===== config.mk =====
export PLATFORM = sky130hd
export DESIGN_NAME = shiftrows_pipe_flat
export DESIGN_NICKNAME = d
export VERILOG_FILES = /design/src/rtl/shiftrows_pipe_if.sv /design/src/rtl/shiftrows_pipe.sv /design/src/flat_wrapper.sv
export SDC_FILE = /design/constraint.sdc
export NUM_CORES = 1
export LEC_CHECK = 0
export ABC_AREA = 1
export BUFFER_PORTS_ARGS = -buffer_cell sky130_fd_sc_hd__buf_2
export CORE_MARGIN = 10
export CORE_UTILIZATION = 51
export CTS_BUF_LIST = sky130_fd_sc_hd__clkbuf_4 sky130_fd_sc_hd__clkbuf_8
export DETAILED_ROUTE_END_ITERATION = 7
export GPL_TIMING_DRIVEN = 0
export PLACE_DENSITY = 0.76
export SLEW_MARGIN = 20
export SYNTH_ARGS = -nofsm -noshare
export SYNTH_HDL_FRONTEND = slang
export SYNTH_SLANG_ARGS = --single-unit

===== constraint.sdc =====
create_clock -name clk -period 1.4 [get_ports clk]
set_input_delay 0.35 -clock clk [delete_from_list [all_inputs] [get_ports clk]]
set_output_delay 0.35 -clock clk [all_outputs]
set_load 0.01 [all_outputs]

===== src/rtl/shiftrows_pipe_if.sv =====
// Handshake bundle for the ShiftRows pipeline: input beat (valid/ready/mode/state) and output beat.
// master is the surrounding datapath view, slave is the permutation unit view.
interface shiftrows_pipe_if #(
    parameter int NB = 4
);
    localparam int W = 32 * NB;

    logic         in_valid;
    logic         in_ready;
    logic         in_mode;
    logic [W-1:0] ip;
    logic         out_valid;
    logic         out_ready;
    logic         out_mode;
    logic [W-1:0] op;

    modport master (
        output in_valid,
        output in_mode,
        output ip,
        output out_ready,
        input  in_ready,
        input  out_valid,
        input  out_mode,
        input  op
    );

    modport slave (
        input  in_valid,
        input  in_mode,
        input  ip,
        input  out_ready,
        output in_ready,
        output out_valid,
        output out_mode,
        output op
    );
endinterface


===== src/rtl/shiftrows_pipe.sv =====
// Two-stage elastic Rijndael ShiftRows / InvShiftRows unit for NB 32-bit columns.
// Direction travels with each beat; column 0 and row 0 sit at the most significant end.
module shiftrows_pipe #(
    parameter int NB = 4
) (
    input  logic             clk,
    input  logic             rst,
    shiftrows_pipe_if.slave  bus
);
    localparam int W = 32 * NB;

    if (!(NB == 4 || NB == 6 || NB == 8)) begin : g_illegalNb
        $fatal(1, "shiftrows_pipe: NB must be 4, 6 or 8");
    end

    // Rijndael row offsets: 0,1,2,3 for NB 4/6, and 0,1,3,4 for the 256-bit block.
    function automatic int shiftOf(input int r);
        if (NB == 8 && r >= 2) begin
            return r + 1;
        end
        return r;
    endfunction

    logic [W-1:0] r_s1Data;
    logic         r_s1Mode;
    logic         r_s1Valid;
    logic [W-1:0] r_s2Data;
    logic         r_s2Mode;
    logic         r_s2Valid;

    logic [W-1:0] w_perm;
    logic         w_s2Adv;
    logic         w_s1Adv;
    logic         w_inReady;
    logic         w_s1Load;

    // Pure byte routing: every output byte picks one of two source columns by mode.
    for (genvar c = 0; c < NB; c++) begin : g_col
        for (genvar r = 0; r < 4; r++) begin : g_row
            localparam int S    = shiftOf(r);
            localparam int SRCF = (c + S) % NB;
            localparam int SRCI = (c + NB - S) % NB;
            assign w_perm[W-1-32*c-8*r -: 8] = r_s1Mode ? r_s1Data[W-1-32*SRCI-8*r -: 8]
                                                        : r_s1Data[W-1-32*SRCF-8*r -: 8];
        end
    end

    assign w_s2Adv   = !r_s2Valid || bus.out_ready;
    assign w_s1Adv   = !r_s1Valid || w_s2Adv;
    assign w_inReady = w_s1Adv && !rst;
    assign w_s1Load  = bus.in_valid && w_inReady;

    // S1 refills in the same cycle its beat moves to S2, so a full pipe streams without bubbles.
    always_ff @(posedge clk) begin
        if (rst) begin
            r_s1Valid <= 1'b0;
            r_s1Data  <= '0;
            r_s1Mode  <= 1'b0;
            r_s2Valid <= 1'b0;
            r_s2Data  <= '0;
            r_s2Mode  <= 1'b0;
        end else begin
            if (w_s1Adv) begin
                r_s1Valid <= w_s1Load;
                if (w_s1Load) begin
                    r_s1Data <= bus.ip;
                    r_s1Mode <= bus.in_mode;
                end
            end
            if (w_s2Adv) begin
                r_s2Valid <= r_s1Valid;
                if (r_s1Valid) begin
                    r_s2Data <= w_perm;
                    r_s2Mode <= r_s1Mode;
                end
            end
        end
    end

    assign bus.in_ready  = w_inReady;
    assign bus.out_valid = r_s2Valid;
    assign bus.out_mode  = r_s2Mode;
    assign bus.op        = r_s2Data;
endmodule

===== src/flat_wrapper.sv =====
// flat-port wrapper written by rule: the top's interface ports become plain ports
module shiftrows_pipe_flat 
#(
    parameter int NB = 4
)
  (clk, rst, bus_in_valid, bus_in_mode, bus_ip, bus_out_ready, bus_in_ready, bus_out_valid, bus_out_mode, bus_op);
  shiftrows_pipe_if #(.NB(NB)) bus_i ();
  input  logic clk;
  input  logic rst;
  input wire logic [$bits(bus_i.in_valid)-1:0] bus_in_valid;
  input wire logic [$bits(bus_i.in_mode)-1:0] bus_in_mode;
  input wire logic [$bits(bus_i.ip)-1:0] bus_ip;
  input wire logic [$bits(bus_i.out_ready)-1:0] bus_out_ready;
  output wire logic [$bits(bus_i.in_ready)-1:0] bus_in_ready;
  output wire logic [$bits(bus_i.out_valid)-1:0] bus_out_valid;
  output wire logic [$bits(bus_i.out_mode)-1:0] bus_out_mode;
  output wire logic [$bits(bus_i.op)-1:0] bus_op;
  assign bus_i.in_valid = bus_in_valid;
  assign bus_i.in_mode = bus_in_mode;
  assign bus_i.ip = bus_ip;
  assign bus_i.out_ready = bus_out_ready;
  assign bus_in_ready = bus_i.in_ready;
  assign bus_out_valid = bus_i.out_valid;
  assign bus_out_mode = bus_i.out_mode;
  assign bus_op = bus_i.op;
  shiftrows_pipe #(.NB(NB)) u_core (.clk(clk), .rst(rst), .bus(bus_i));
endmodule

# Word level (Yosys, flattened, before mapping)
# Index checks and enable logic that the tools add are counted.
# totals
elab_cells	23
reg_bits	260
output_inout_bits	131
inputBits	133
# op_classes
mux	8
n_reduce_logical	9
# op_table
op	count
$mux 8	8
$reduce_and 2->1	2
$logic_not 1->1	3
$logic_and 1x1->1	2
$logic_or 1x1->1	2

# Longest topological paths before layout
# Gate-level depths: netlist of the first run.
# depth
depth_word	6
ltp_mapped	8
ltp_nobuf	6

# Least setup slack after synthesis of the first run
# No wires, ideal clock.
# synth_timing
kind	input to output
start	in rst
end	out bus_in_ready
path_buffers	3
setup_slack_ns	-0.044
arrival_time_ns	1.094
required_time_ns	1.050
stages	6
path_cell_list	buf_2 -> inv_2 -> buf_2 -> buf_2 -> nand2_1 -> inv_1
# synth_via
elab_chain_len	2
# synth_lines
item	line	source
start: declaration	flat_wrapper.sv:9	input logic rst;
$logic_not 1->1	shiftrows_pipe.sv:50	assign w_inReady = w_s1Adv && !rst;
$logic_and 1x1->1	shiftrows_pipe.sv:50	
end: declaration	flat_wrapper.sv:14	output wire logic [$bits(bus_i.in_ready)-1:0] bus_in_ready;
# No other way between the ends.

# Worst setup path in the final report of the first run
# layout_timing
start	reg u_core.r_s1Valid
end	out bus_in_ready
# layout_via
elab_chain_len	3
# layout_lines
item	line	source
start: declaration	shiftrows_pipe.sv:26	logic r_s1Valid;
start signal: assignment	shiftrows_pipe.sv:64	r_s1Valid <= w_s1Load;
$logic_not 1->1	shiftrows_pipe.sv:49	assign w_s1Adv = !r_s1Valid || w_s2Adv;
$logic_or 1x1->1	shiftrows_pipe.sv:49	
$logic_and 1x1->1	shiftrows_pipe.sv:50	
# No other way between the ends.

==> impl_metrics.tcl, run 1 <==
set metrics [dict create \
    grt_pass1_wl_mm 60.6 \
    dpl.hpwl_mm 29.7 \
    synth_nets 1893 \
    ios 264 \
    clk_pin_slew_worst_paths_ns 0.06 \
    wl_met1_mm 16.9 \
    cts_buffers 45 \
    seqPwrFrac_pct 44.2 \
    synth-xor-area-share_pct 0 \
    route.met3.wl_mm 3.72 \
    viasPerCell 5.07 \
    hp-class "input port to flop" \
    cts.htree.levels 2 \
    die_w_um 170 \
    fin_ws_ns -0.287 \
    fin_skew_ns 0.00878 \
    fmax_ghz 0.593 \
    power_density_mw_per_mm2 1260 \
    swShare_pct 27.5 \
    area_growth_pct 28.8 \
    port_buffers 261 \
    die_area_mm2 0.0288 \
    synth_area_per_cell_um2 6.50 \
    gp_congestion 0.912 \
    ant_nets 0 \
    rsz0062_at_grt "true" \
    fp.dieH_um 170 \
    synthCells 1760 \
    seq_area_frac_synth_pct 45.5 \
    drtPass1Iterations 5 \
    relSlewSlack_pct 57.8 \
    worstSetupStartpointType "flop" \
    critPathKind "flop to output port" \
    synth.most_common_cell "nand2_1" \
    finalSetupViolations 76 \
    synthFlopType "dfxtp_1" \
    cp-end-kind "output port" \
    final_layout_size_suffix_gt1_share_pct 24.9 \
    core_region_area_mm2 0.0220 \
    hold_viol_final 0 \
    synthTopCellsByCount "nand2_1 (518), nor2_1 (387), dfxtp_1 (260), inv_1 (196), nand4_1 (129)" \
    multi_input_area_mm2 0.00495 \
    placed_cells 2301 \
    post-route-min-period_ns 1.69 \
    final_nets 2205 \
    synth_compound_area_share_pct 2.89 \
    synth_adder_area_share_pct 0 \
    layoutNonFillerInstCount 2389 \
    drv_cap 0 \
    grtUsageTotal_pct 26.3 \
    antenna_found_initial 4 \
    synth_seq_cells 260 \
    switchingPower_w 0.00511 \
    intPower_w 0.0135 \
    p_comb_share_pct 15.4 \
    synth_mux_area_share_pct 0 \
    grt_max_degree 20 \
    start_util_pct 52.1 \
    drc_errors 0 \
    cp.arrival_ns 1.34 \
    violations "negative setup slack" \
    ctsLongestPathBuffers 3 \
    synth-simple-area-share_pct 39.7 \
    wl_per_cell_um 16.7 \
    synth_top_family_by_area "simple AND/OR/NAND/NOR gates" \
    ys_warn_count 0 \
    clock_latency_ns 0.55 \
    routed_wl_mm 39.9 \
    yosysTopAreaCell "dfxtp_1" \
    async_flop_share_pct 0 \
    synth_cell_type_count 13 \
    vias 12100 \
    status "finished, violations left" \
    regArea_mm2 0.00527 \
    synth_area_mm2 0.0114 \
    netlist.area_leader.share_pct 45.5 \
    initialDrtViolationCount 1136 \
    top_layer_used "met5" \
    cts_tree "yes" \
    crit_path_max_fanout 2 \
    fin_crit_sh_pct 120 \
    peakVddDrop_mv 0.720 \
    drv_slew 0 \
    dp_slack_ns -0.378 \
    grt_pass1_vias 11500 \
    grt_overflow_total 0 \
    synth_edf_count 0 \
    fillers 1956 \
    cp.required_ns 1.05 \
    p_leak_nw 7.67 \
    route.met2.wl_mm 18.1 \
    pwr-share-clk_pct 40.4 \
    cts_root_buf "clkbuf_8" \
    rows 54 \
    cts.sinks 260 \
    tightest_slew_ns 0.633 \
    final_util_pct 67.1 \
    synth.top_cells.by_area "dfxtp_1 (46%), nand2_1 (17%), nor2_1 (13%)" \
    postCtsHoldBufs 0 \
]
[repair_timing]
item,4_1_cts,5_1_grt
setup endpoints to repair,255,277
pin swaps,1,2
gates cloned,0,0
gates resized for setup,82,146
buffers inserted,4,2
[cell families (layout without fill, tap and decap cells)]
logic type	after synthesis	count (layout)
and+or+nand+nor	1101	1101
buffers and inverters	333	680
AOI/OAI and AO/OA	66	66
other	0	2
DFF	260	260
[state kept, by name, summed over array words and instances (netlist names)]
signal,count
u_core.r_s1Mode,1
u_core.r_s1Data,128
u_core.bus.op,128
u_core.r_s1Valid,1
u_core.bus.out_valid,1
u_core.bus.out_mode,1
[critical path, cell delays in order, from the launching register on]
cell and delay (ns):
dfxtp_4 0.36, nand3_4 0.09, clkbuf_16 0.16, nand2_4 0.05, inv_2 0.03, buf_6 0.11
[per-layer routing]
| layer | GRT usage, % | vias to the layer above |
|---|---|---|
| li1 | - | 6029 |
| met1 | 33.6 | 5479 |
| met2 | 42.3 | 521 |
| met3 | 6.75 | 86 |
| met4 | 9.04 | 4 |
| met5 | 0 | - |
[worst paths after layout]
kind                            cells past startpoint                 start  slack (ns)             endpoint
worst max register to register                      8  u_core.bus.out_valid       -0.07    u_core.bus.op[17]
worst min-delay path                                3            bus_ip[81]        0.04  u_core.r_s1Data[81]
worst max-delay path                                5      u_core.r_s1Valid       -0.29         bus_in_ready
worst min register to register                      2    u_core.bus.op[124]        0.45   u_core.bus.op[124]
[layout by cell type, fill, tap and decap left out]
cell type | synthesis | final
buf_8 | 0 | 5
clkinvlp_4 | 0 | 1
nand4_1 | 129 | 129
nand3_4 | 0 | 1
o21ai_0 | 64 | 64
nor2_4 | 0 | 1
nor2_1 | 387 | 369
diode_2 | 0 | 2
nand2_4 | 0 | 2
inv_1 | 196 | 194
clkbuf_1 | 34 | 23
nor2_2 | 0 | 17
buf_1 | 15 | 11
buf_6 | 0 | 32
a21oi_1 | 2 | 2
buf_4 | 2 | 40
nand2_1 | 518 | 515
dfxtp_4 | 0 | 1
clkbuf_16 | 0 | 1
buf_12 | 0 | 2
clkbuf_4 | 0 | 34
dfxtp_1 | 260 | 210
inv_2 | 2 | 4
nand2_2 | 0 | 1
nand3_1 | 67 | 66
clkbuf_8 | 0 | 63
buf_2 | 84 | 264
dfxtp_2 | 0 | 49
clkbuf_2 | 0 | 6
[metrics by stage]
stage                     hold WS [ns]  power [W]  setup TNS [ns]  area, µm²
after global placement           0.448     0.0109          -48.38      13100
after global routing            0.0365     0.0193           -6.61      14700
final                           0.0418     0.0186           -1.99      14700
after detailed placement         0.455     0.0110          -51.86      13100
after CTS                       0.0242     0.0185          -0.448      14300
after floorplan                  0.498    0.00991               0      11400
[cell type report]
| type | count | area share (%) |
|---|---|---|
| multi-input cells | 1167 | 33.6 |
| flip-flops and latches | 260 | 35.8 |
| repair buffers | 267 | 10.3 |
| well taps | 280 | 2.38 |
| clock buffers | 81 | 6.80 |
| clock inverters | 1 | 0.0510 |
| diodes | 2 | 0.0340 |
| plain buffers | 133 | 6.02 |
| inverters | 198 | 5.05 |
[power by group through the flow]
stage	logic (W)	registers [W]	clock network, W
2_1_floorplan	0.00148	0.00843	0
3_3_place_gp	0.00259	0.00831	0
6_report	0.00287	0.00822	0.00752
5_1_grt	0.00318	0.00826	0.00790
3_5_place_dp	0.00263	0.00833	0
4_1_cts	0.00271	0.00818	0.00759
Note: power is estimated with default switching activity, not from simulation.
==> run 2: changes to the inputs <==
CORE_ASPECT_RATIO = 1.4   (was default)
GPL_TIMING_DRIVEN = default   (was 0)
==> impl_metrics.tcl, run 2 (synthesis gave the netlist of run 1 again) <==
set metrics [dict create \
    status "finished, violations left" \
    violations "negative setup slack" \
    fin_skew_ns 0.0160 \
    place_area_mm2 0.0131 \
    viasPerCell 4.84 \
    port_buffers 263 \
    grtUsageTotal_pct 21.8 \
    layoutNonFillerInstCount 2301 \
    grt_max_degree 82 \
    vias 11100 \
    hold_viol_final 0 \
    clock_latency_ns 0.52 \
    drv_slew 0 \
    area_growth_pct 23.2 \
    peakVddDrop_mv 0.844 \
    final_nets 2106 \
    fp.dieH_um 197 \
    dpl.hpwl_mm 22.2 \
    cts.sinks 260 \
    cts.htree.levels 2 \
    hold_ws_ns 0.0649 \
    cp-end-kind "output port" \
    final_layout_size_suffix_gt1_share_pct 20.4 \
    start_util_pct 52.1 \
    routed_wl_mm 32.7 \
    initialDrtViolationCount 596 \
    mostFrequentLayoutCells "nand2_1 (515), nor2_1 (387), buf_2 (247)" \
    dp_slack_ns 0.0547 \
    final_util_pct 64.2 \
    max_stage_delay_ns 0.36 \
    rsz0062_at_grt "true" \
    drc_errors 0 \
    cts_tree "yes" \
    gp_congestion 0.863 \
    hp-class "input port to flop" \
    rows 64 \
    drv_cap 0 \
    post-route-min-period_ns 1.54 \
    grt_pass1_vias 10900 \
    grtUsageMet1_pct 25.4 \
    wl_per_cell_um 14.2 \
    fin_ws_ns -0.136 \
    ant_nets 0 \
    final_common_cell "nand2_1" \
    met3_usage_pct 6.30 \
    die_area_mm2 0.0289 \
    p_leak_nw 7.32 \
    relSlewSlack_pct 65.0 \
    ios 264 \
    clk_pin_slew_worst_paths_ns 0.06 \
    cts_root_buf "clkbuf_8" \
    final_area_mm2 0.0141 \
    critPathKind "flop to output port" \
    fmax_ghz 0.651 \
    cp.required_ns 1.05 \
    finalSetupViolations 2 \
    grtUsageMet2_pct 37.2 \
    cp_slowest_cell "dfxtp_4" \
    path_cells "nand3_4, nand2_2, inv_2, buf_6" \
    top_usage_layer "met2" \
    critPathLaunch "u_core.bus.out_valid" \
    cp_top_family "flip-flops" \
    power_density_mw_per_mm2 1230 \
    crit_path_max_fanout 2 \
    postCtsHoldBufs 0 \
    cp.arrival_ns 1.19 \
    min_from "bus_ip[46]" \
    antenna_found_initial 9 \
    worstSetupStartpointType "flop" \
    placed_cells 2224 \
    die_w_um 147 \
    path_buf_inv 2 \
    cts_buffers 41 \
    core_region_area_mm2 0.0219 \
    drtPass1Iterations 5 \
    fin_crit_sh_pct 110 \
    worstReg2RegStart "u_core.bus.out_valid" \
    tightest_slew_ns 0.526 \
    ctsLongestPathBuffers 3 \
    grt_overflow_total 0 \
    grt_pass1_wl_mm 53.3 \
]
run 2: per-stage QoR:
| step | total power, W | setup TNS [ns] |
|---|---|---|
| 2_1_floorplan | 0.00991 | 0 |
| 3_3_place_gp | 0.0108 | 0 |
| 3_5_place_dp | 0.0109 | 0 |
| 4_1_cts | 0.0175 | -0.272 |
| 5_1_grt | 0.0181 | -0.286 |
| 6_report | 0.0173 | -0.205 |
run 2: worst paths after layout:
path                                            end  slack, ns  cells after the start
worst max-delay path                   bus_in_ready      -0.14                      4
worst max register to register     u_core.bus.op[2]       0.11                      6
worst min register to register   u_core.bus.op[107]       0.46                      2
worst min-delay path            u_core.r_s1Data[46]       0.06                      3
run 2: final cells by class:
class | instances | area [µm²]
Fill cell | 2029 | 7850
Sequential cell | 260 | 5250
Multi-Input combinational cell | 1167 | 4910
Timing Repair Buffer | 305 | 1970
Clock buffer | 59 | 762
Inverter | 198 | 751
Tap cell | 297 | 372
Clock inverter | 8 | 67.6
Antenna cell | 7 | 17.5
run 2: where the power goes:
part	internal, W	leakage, nW	switching [W]
clock network	0.00366	0.441	0.00292
registers	0.00795	2.16	0.000243
logic	0.000988	4.72	0.00155
total	0.0126	7.32	0.00471
run 2: timing repair:
| item | CTS | global route |
|---|---|---|
| gates resized for setup | 19 | 24 |
| setup endpoints to repair | 13 | 23 |
| setup buffers | 3 | 0 |
| cloned | 0 | 0 |
| pin swaps | 1 | 0 |
run 2: worst register-to-register path: cells and delay by family (launching register included):
kind	cells	cell delay (ns)
simple gates	4	0.49
buf+inv	2	0.34
flops	1	0.35
run 2: metal layers:
metal / part of all wire (%) / up-vias
li1: - / 5818
met1: 42 / 4918
met2: 48 / 342
met3: 7.9 / 64
met4: 2.7 / 4
met5: 0.083 / -
==> run 3: changes to the inputs <==
CORE_UTILIZATION = 56   (was 51)
PLACE_DENSITY = 0.79   (was 0.76)
clock period = 1.74 ns   (was 1.4 ns; I/O delays follow)
==> impl_metrics.tcl, run 3 (synthesis gave the netlist of run 1 again) <==
set metrics [dict create \
    final_nets 2087 \
    final_util_pct 68.8 \
    critPathKind "flop to output port" \
    cts.sinks 260 \
    grt_pass1_wl_mm 53.4 \
    die_w_um 141 \
    worstSetupStartpointType "flop" \
    dpl.hpwl_mm 21.0 \
    final_layout_size_suffix_gt1_share_pct 18.5 \
    core_region_area_mm2 0.0200 \
    status "finished, final reports clean" \
    initialDrtViolationCount 681 \
    p_leak_nw 7.21 \
    cp.arrival_ns 1.22 \
    cts_tree "yes" \
    cp-end-kind "output port" \
    ios 264 \
    area_growth_pct 20.3 \
    rsz0062_at_grt "false" \
    path_buf_inv 2 \
    max_stage_delay_ns 0.38 \
    routed_wl_mm 32.3 \
    cp.required_ns 1.30 \
    hold_ws_ns 0.137 \
    cts_buffers 40 \
    peakVddDrop_mv 0.669 \
    crit_path_max_fanout 3 \
    die_area_mm2 0.0266 \
    viasPerCell 5.01 \
    cts.htree.levels 2 \
    finalPower_w 0.0141 \
    hold_viol_final 0 \
    drv_cap 0 \
    fin_crit_sh_pct 95.1 \
    grtUsageMet2_pct 39.0 \
    rows 61 \
    min_from "bus_ip[90]" \
    clock_latency_ns 0.53 \
    cts_root_buf "clkbuf_8" \
    mostFrequentLayoutCells "nand2_1 (516), nor2_1 (387), buf_2 (261)" \
    r2r-end "u_core.bus.op[91]" \
    top_usage_layer "met2" \
    vias 11200 \
    relSlewSlack_pct 53.9 \
    path_cells "nand3_4, nand2_1, inv_1, buf_2" \
    cp_top_family "flip-flops" \
    r2r_setup_slack_ns 0.34 \
    dp_slack_ns 0.210 \
    clk_pin_slew_worst_paths_ns 0.06 \
    fin_setup_tns_ns 0 \
    wl_per_cell_um 14.4 \
    worstReg2RegStart "u_core.r_s1Valid" \
    grt_pass1_vias 10900 \
    post-route-min-period_ns 1.65 \
    tightest_slew_ns 0.691 \
    drc_errors 0 \
    drtPass1Iterations 5 \
    whs_endpoint "u_core.r_s1Data[90]" \
    hp-class "input port to flop" \
    antenna_found_initial 10 \
    gp_congestion 0.850 \
    start_util_pct 57.2 \
    ant_nets 0 \
    finalSetupViolations 0 \
    fin_ws_ns 0.0851 \
    r2r_cells 4 \
    fp.dieH_um 189 \
    fin_skew_ns 0.00936 \
    grt_overflow_total 0 \
    grtUsageTotal_pct 23.6 \
    final_common_cell "nand2_1" \
    power_density_mw_per_mm2 1030 \
    grt_max_degree 87 \
    drv_slew 0 \
    grtUsageMet1_pct 27.4 \
    cp_slowest_cell "dfxtp_4" \
    ctsLongestPathBuffers 3 \
    port_buffers 263 \
    fmax_ghz 0.604 \
    hold_path_depth 3 \
    met3_usage_pct 7.69 \
]
-- run 3: changes by cell type in the layout (fill, tap and decap cells not counted), moves of 3 or more --
cell,change
dfxtp_1,+23
clkbuf_4,+3
dfxtp_2,-23
buf_6,-4
buf_2,+14
buf_12,-9
buf_4,-19
-- run 3: worst max path at each step --
| stage | endpoint | from | depth (start not counted) |
|---|---|---|---|
| 2_1_floorplan | bus_in_ready | rst | 6 |
| 3_3_place_gp | bus_in_ready | bus_out_ready | 6 |
| 3_5_place_dp | u_core.bus.op[67] | bus_out_ready | 8 |
| 4_1_cts | bus_in_ready | u_core.bus.out_valid | 4 |
| 5_1_grt | bus_in_ready | u_core.bus.out_valid | 4 |
| 6_report | bus_in_ready | u_core.bus.out_valid | 4 |
-- run 3: area by class of cell --
type,instances,area [µm²]
antenna,7,17.5
clock buffer,63,798
clock inverter,7,85.1
fill,1802,6230
inverter,198,751
multi-input combinational,1167,4900
sequential,260,5220
tap,252,315
timing repair buffer,287,1680
-- run 3: what timing repair did --
| action | 4_1_cts | 5_1_grt |
|---|---|---|
| setup endpoints to repair | 1 | 1 |
| hold buffers | 0 | 0 |
| pin swaps | 1 | 0 |
| setup buffers | 1 | 0 |
| resized for setup | 1 | 2 |
-- run 3: tightest hold or removal path, stage by stage --
cell	delay, ns
buf_2	0.07
nand4_1	0.07
nand2_1	0.06
-- run 3: report_power, final --
| part | switching (W) | internal [W] |
|---|---|---|
| Clock | 0.00234 | 0.00321 |
| Combinational | 0.00124 | 0.000735 |
| Sequential | 0.000199 | 0.00639 |
-- run 3: layer usage --
layer	vias up	routed length, µm
li1	5780	-
met3	77	2770
met4	6	1130
met1	4995	13100
met2	361	15200
met5	-	34
-- run 3: through the flow --
step                      area (µm²)  std cells
final                          13800       2241
after global placement         12800       2163
after detailed placement       12800       2163
after floorplan                11400       1760
after global routing           13800       2239
after CTS                      13700       2234
